==> config.mk <==
export PLATFORM = sky130hd
export DESIGN_NAME = pong_match_fsm
export DESIGN_NICKNAME = d
export VERILOG_FILES = /design/src/rtl/pong_pkg.sv /design/src/rtl/bcd_score_counter.sv /design/src/rtl/pong_match_fsm.sv
export SDC_FILE = /design/constraint.sdc
export NUM_CORES = 1
export LEC_CHECK = 0
export ABC_AREA = 1
export BUFFER_PORTS_ARGS = -buffer_cell sky130_fd_sc_hd__buf_2
export CELL_PAD_IN_SITES_DETAIL_PLACEMENT = 2
export CELL_PAD_IN_SITES_GLOBAL_PLACEMENT = 2
export CORE_ASPECT_RATIO = 1.75
export CORE_MARGIN = 5
export CORE_UTILIZATION = 34
export DETAILED_ROUTE_END_ITERATION = 8
export PLACE_DENSITY_LB_ADDON = 0.1
export SLEW_MARGIN = 15
export SYNTH_ARGS = -nofsm -noshare
export SYNTH_HDL_FRONTEND = slang
export SYNTH_HIERARCHICAL = 1
export SYNTH_SLANG_ARGS = --single-unit
==> constraint.sdc <==
create_clock -name clk -period 4 [get_ports clk]
set_input_delay 0.4 -clock clk [delete_from_list [all_inputs] [get_ports clk]]
set_output_delay 0.4 -clock clk [all_outputs]
set_load 0.1 [all_outputs]
==> src/rtl/pong_pkg.sv <==
`default_nettype none
// pong_pkg: match-state encoding and BCD helpers shared by the Pong match controller.
// Rev 1.0
package pong_pkg;

    typedef enum logic [2:0] {
        ST_IDLE  = 3'd0,
        ST_SERVE = 3'd1,
        ST_PLAY  = 3'd2,
        ST_PAUSE = 3'd3,
        ST_POINT = 3'd4,
        ST_OVER  = 3'd5
    } match_state_e;

    typedef logic [3:0] bcd_digit_t;

    localparam logic [7:0] BCD_MAX = 8'h99;

    function automatic logic [7:0] bin_to_bcd(input int unsigned value);
        int unsigned tens;
        int unsigned ones;
        tens = (value / 10) % 10;
        ones = value % 10;
        return {tens[3:0], ones[3:0]};
    endfunction

    // Saturates at 99 so a mis-set win score can never wrap the display.
    function automatic logic [7:0] bcd_inc(input logic [7:0] value);
        bcd_digit_t tens;
        bcd_digit_t ones;
        tens = value[7:4];
        ones = value[3:0];
        if (value == BCD_MAX) begin
            return BCD_MAX;
        end
        if (ones == 4'd9) begin
            return {tens + 4'd1, 4'd0};
        end
        return {tens, ones + 4'd1};
    endfunction

endpackage
`default_nettype wire

==> src/rtl/bcd_score_counter.sv <==
`default_nettype none
// bcd_score_counter: two-digit BCD score register with synchronous clear and increment.
// Rev 1.0
module bcd_score_counter
    import pong_pkg::*;
(
    input  logic       clk,
    input  logic       rst,
    input  logic       clear_i,
    input  logic       inc_i,
    output logic [7:0] score_o
);

    logic [7:0] score_q;

    always_ff @(posedge clk) begin
        if (rst || clear_i) begin
            score_q <= 8'h00;
        end else if (inc_i) begin
            score_q <= bcd_inc(score_q);
        end
    end

    assign score_o = score_q;

endmodule
`default_nettype wire

==> src/rtl/pong_match_fsm.sv <==
`default_nettype none
// pong_match_fsm: N-player Pong match controller (serve timing, pause, BCD scores, win decision).
// Rev 1.0
module pong_match_fsm
    import pong_pkg::*;
#(
    parameter int NUM_PLAYERS = 2,
    parameter int WIN_SCORE   = 11,
    parameter int SERVE_TICKS = 60,
    parameter int PW          = $clog2(NUM_PLAYERS)
) (
    input  logic                     clk,
    input  logic                     clr,
    input  logic                     tick,
    input  logic                     start_btn,
    input  logic [NUM_PLAYERS-1:0]   point,
    output logic                     running,
    output logic                     ball_reset,
    output logic [PW-1:0]            serve_player,
    output logic [8*NUM_PLAYERS-1:0] score_bcd,
    output logic                     game_over,
    output logic [PW-1:0]            winner
);

    localparam logic [7:0] WIN_BCD    = bin_to_bcd(WIN_SCORE);
    localparam logic [7:0] SERVE_LOAD = 8'(SERVE_TICKS);

    match_state_e  state_q;
    match_state_e  ret_q;
    logic          start_q;
    logic          edge_q;
    logic [7:0]    serve_cnt_q;
    logic [PW-1:0] scorer_q;
    logic          running_q;
    logic          ball_reset_q;
    logic [PW-1:0] serve_player_q;
    logic          game_over_q;
    logic [PW-1:0] winner_q;

    logic [PW-1:0] first_idx;
    logic          any_point;
    logic          score_clr;
    logic          won;
    logic [7:0]    scores [NUM_PLAYERS];

    // Lowest index wins when several players score in the same cycle.
    always_comb begin
        first_idx = '0;
        for (int i = NUM_PLAYERS - 1; i >= 0; i--) begin
            if (point[i]) begin
                first_idx = PW'(i);
            end
        end
    end

    assign any_point = |point;
    assign score_clr = edge_q && ((state_q == ST_IDLE) || (state_q == ST_OVER));
    assign won       = (bcd_inc(scores[scorer_q]) == WIN_BCD);

    generate
        for (genvar g = 0; g < NUM_PLAYERS; g++) begin : g_player
            bcd_score_counter u_score (
                .clk     (clk),
                .rst     (clr),
                .clear_i (score_clr),
                .inc_i   ((state_q == ST_POINT) && (scorer_q == PW'(g))),
                .score_o (scores[g])
            );
            assign score_bcd[8*g +: 8] = scores[g];
        end
    endgenerate

    always_ff @(posedge clk) begin
        // The level copy keeps tracking through reset so a held button never fakes an edge.
        start_q <= start_btn;
        if (clr) begin
            state_q        <= ST_IDLE;
            ret_q          <= ST_PLAY;
            edge_q         <= 1'b0;
            serve_cnt_q    <= 8'd0;
            scorer_q       <= '0;
            running_q      <= 1'b0;
            ball_reset_q   <= 1'b0;
            serve_player_q <= '0;
            game_over_q    <= 1'b0;
            winner_q       <= '0;
        end else begin
            edge_q       <= start_btn && !start_q;
            ball_reset_q <= 1'b0;
            case (state_q)
                ST_IDLE, ST_OVER: begin
                    if (edge_q) begin
                        state_q      <= ST_SERVE;
                        ball_reset_q <= 1'b1;
                        serve_cnt_q  <= SERVE_LOAD;
                        game_over_q  <= 1'b0;
                        running_q    <= 1'b0;
                    end
                end
                ST_SERVE: begin
                    if (edge_q) begin
                        state_q <= ST_PAUSE;
                        ret_q   <= ST_SERVE;
                    end else if (tick) begin
                        if (serve_cnt_q <= 8'd1) begin
                            serve_cnt_q <= 8'd0;
                            state_q     <= ST_PLAY;
                            running_q   <= 1'b1;
                        end else begin
                            serve_cnt_q <= serve_cnt_q - 8'd1;
                        end
                    end
                end
                ST_PLAY: begin
                    if (any_point) begin
                        state_q   <= ST_POINT;
                        scorer_q  <= first_idx;
                        running_q <= 1'b0;
                    end else if (edge_q) begin
                        state_q   <= ST_PAUSE;
                        ret_q     <= ST_PLAY;
                        running_q <= 1'b0;
                    end
                end
                ST_PAUSE: begin
                    if (edge_q) begin
                        state_q   <= ret_q;
                        running_q <= (ret_q == ST_PLAY);
                    end
                end
                ST_POINT: begin
                    serve_player_q <= scorer_q;
                    if (won) begin
                        state_q     <= ST_OVER;
                        game_over_q <= 1'b1;
                        winner_q    <= scorer_q;
                    end else begin
                        state_q      <= ST_SERVE;
                        ball_reset_q <= 1'b1;
                        serve_cnt_q  <= SERVE_LOAD;
                    end
                end
                default: begin
                    state_q   <= ST_IDLE;
                    running_q <= 1'b0;
                end
            endcase
        end
    end

    assign running      = running_q;
    assign ball_reset   = ball_reset_q;
    assign serve_player = serve_player_q;
    assign game_over    = game_over_q;
    assign winner       = winner_q;

endmodule
`default_nettype wire

==> results.md <==
- Outcome: complete, no violations
- GR Overflow Total: 0
- Routed WL: 6992 µm
- Total clock sinks: 37
- Clock skew: 0.005823 ns
- Post-CTS sizing: 0
- Max-Slew Margin vs Limit: 66.50%
- Area of the core: 6588 µm²
- Post-DR vias/cell: 5.114
- Synth top area cells: dfxtp_1 (32%), nand2_1 (13%), nor2_1 (9.8%), inv_1 (7.3%), a21oi_1 (5.6%)
- Worst Path Buf+Inv: 2
- Hpwl dp: 5598 µm
- Setup Buffers After CTS: 0
- Avg Cell Area, Syn: 6.488 µm²
- Least-Margin Pin Slew: 0.5006 ns
- Yosys cell types: 36
- Fill count: 861
- Startpoint Class: register
- VDD IR-drop max: 0.2479 mV
- Yosys top cell by area: dfxtp_1
- Non-Filler Instances: 466
- Endpoints failing hold: 0
- Clock Pin Slew Worst Setup and Hold Paths: 0.06 ns
- IO Port Bufs: 26
- Slowest cell on crit path: dfxtp_1
- CP Capture Type: register
- Total Nets Final: 397
- Cts hold-fix bufs: 0
- Final ANT Viol Nets: 0
- Critical path, cell by cell: inv_1 > or2_2 > o21ai_0 > inv_1 > ha_1 > nand3_1 > nand2_1 > nor2_2 > nand3_4 > nand2_1 > nand2_1 > nand2_1 > nor2_1
- Number of global-route vias before repair: 2,642
- Max clock buf depth: 2
- Cells after synthesis: 356
- WL/cell: 15.00 µm
- Initial antenna violation count: 0
- Largest net degree at the start of global routing: 16
- CTS root buf: clkbuf_16
- Top_reg_cell synth: dfxtp_1
- Total GRT Usage: 17.67%
- Psw: 684.0 µW
- Register bit total from synthesis: 37
- Reg-to-reg slack, setup: 1.54 ns
- Arr. time, crit path: 2.64 ns
- Final Setup Violations: 0
- Share of power burned in registers: 31.7%
- Via count: 2,383
- Netlist Area Pre-Place: 2310 µm²
- # IOs: 27
- Ys async rst share: 0%
- Worst Path Max Fanout: 15
- Chip Width: 72.31 µm
- Max Slew Vio Count: 0
- Inserted Clock Buffers: 5
- Max stage delay on crit path: 0.59 ns
- Max Cap Viol: 0
- Post-synth EDFFs: 0
- DRT iter0 DRCs: 61
- H-tree levels: 2
- TritonCTS clock tree: done
- Detailed Routing Iterations Pass 1: 3
- Synthesized net count: 370
- Area share of the largest cell type after synthesis: 32.07%
- Tcrit/Tclk final: 61.54%
- DR DRC count: 0
- Req. time, crit path: 4.18 ns
- Die Ht: 119.0 µm
- Clock power frac: 24.6%
- Max Clk Rate: 406.2 MHz
- Cell Pwr Density: 594.2 nW/µm²
- Sequential fraction of the synthesis area: 32.07%
- Share of cells above drive strength 1: 16.67%
- Switch share: 43.67%
- Worst Hold Class: primary input to register
- Unrepaired setup endpoints after global routing: false
- # rows: 39
- Clock Latency Late Sink: 0.28 ns
- DP Cell Count: 458
- Setup TNS: 0 ns
- Kind of critical path: register to register
- Ant. Diodes: 0
- Kind of cell adding the most delay to the critical path: simple AND/OR/NAND/NOR gates
- Die footprint: 8606 µm²
- Yosys warning total: 6
- Post-route minimum period: 2.462 ns
- Final core utilization: 40.02%
- Pint: 882.5 µW
- Initial Utilization: 35.06%
- Logic pwr share: 43.7%
- Layout area overhead: 14.14%
- Final hold slack: 0.2309 ns
- Most common cell on crit path: nand2_1
- GP Congestion: 0.7884
- Pleak: 0.001192 µW
- First-pass GRT wire length: 12,050 µm
[power groups by stage]
stage / Combinational [µW] / Clock [µW] / Sequential (µW)
final: 685 / 386 / 496
after global routing: 772 / 414 / 510
after CTS: 699 / 404 / 499
after detailed placement: 694 / 0 / 505
after global placement: 668 / 0 / 501
after floorplan: 492 / 0 / 548
[layout by cell type (no fill, tap or decap)]
cell,instances
nor3_2,1
nor3_1,3
or2_1,1
nand2_2,8
a21oi_1,26
o21ai_2,1
o21bai_1,1
o211a_1,1
nand3_2,4
clkinv_2,2
nor2_1,60
nand4_1,6
nor2_4,3
inv_1,45
ha_1,8
nand3b_1,1
inv_2,4
o21ai_1,6
nand2_1,78
clkbuf_16,5
xnor2_1,1
buf_2,26
nand3_1,22
dfxtp_1,37
a211oi_1,1
a21oi_2,2
xor2_1,3
clkbuf_1,3
o22ai_1,2
o2111ai_1,1
nor2_2,3
or2_2,3
and3_4,1
nand3_4,1
o21ai_0,14
[Yosys cell counts, types with 4 or more instances]
cell type / n
nand3_2: 4
nand3_1: 22
nand4_1: 6
o21ai_1: 6
nor2_1: 60
inv_1: 45
ha_1: 8
dfxtp_1: 37
a21oi_1: 26
inv_2: 4
o21ai_0: 14
nand2_2: 8
nand2_1: 78
[cells by family after synthesis]
group                      share of synthesized area [%]
DFF                                                32.07
buffers and inverters                              10.24
adders and majority gates                          4.334
AOI/OAI and AO/OA                                  13.11
xor gates and xnor gates                           1.517
and+or+nand+nor                                    38.73
[worst paths after layout]
check                                end  cells after the start                   from
max          serve_cnt_q[4]$_SDFFE_PP0P_                     13  scorer_q$_SDFFE_PP0P_
min                      start_q$_DFF_P_                      1              start_btn
max reg2reg  serve_cnt_q[4]$_SDFFE_PP0P_                     13  scorer_q$_SDFFE_PP0P_
min reg2reg            edge_q$_SDFF_PP0_                      1        start_q$_DFF_P_
[worst register-to-register path: stages, from the launching register on]
cell and delay, ns:
dfxtp_1 0.59, inv_1 0.18, or2_2 0.30, o21ai_0 0.11
inv_1 0.08, ha_1 0.21, nand3_1 0.09, nand2_1 0.06
nor2_2 0.16, nand3_4 0.20, nand2_1 0.19, nand2_1 0.07
nand2_1 0.06, nor2_1 0.05
[sequential cells by signal (all words and copies together) (netlist names)]
signal	flops
ret_q	2
game_over	1
scorer_q	1
winner	1
start_q	1
serve_cnt_q	8
running	1
serve_player	1
state_q	3
edge_q	1
ball_reset	1
g_player.u_score/score_o	16
[cell type report]
type	instances	area [µm²]	share of cell area, %
flip-flops and latches	37	740.7	28.10
well taps	82	102.6	3.892
multi-input cells	262	1333	50.55
repair buffers	26	130.1	4.936
inverters	51	193.9	7.356
clock buffers	8	136.4	5.173
[layer usage]
layer	up-vias	routed length, µm	track usage [%]
met5	-	0	0
met4	0	248	8.235
met3	15	154	3.288
met2	32	3950	34.19
met1	1151	2639	17.16
li1	1185	-	-
[through the flow]
stage | cell area [µm²] | power [µW] | setup slack [ns]
after CTS | 2636 | 1602 | 1.485
after global routing | 2636 | 1696 | 1.260
after global placement | 2500 | 1168 | 1.706
final | 2636 | 1566 | 1.538
after detailed placement | 2500 | 1200 | 1.497
after floorplan | 2310 | 1040 | 1.458
(Power assumes the default switching activity.)
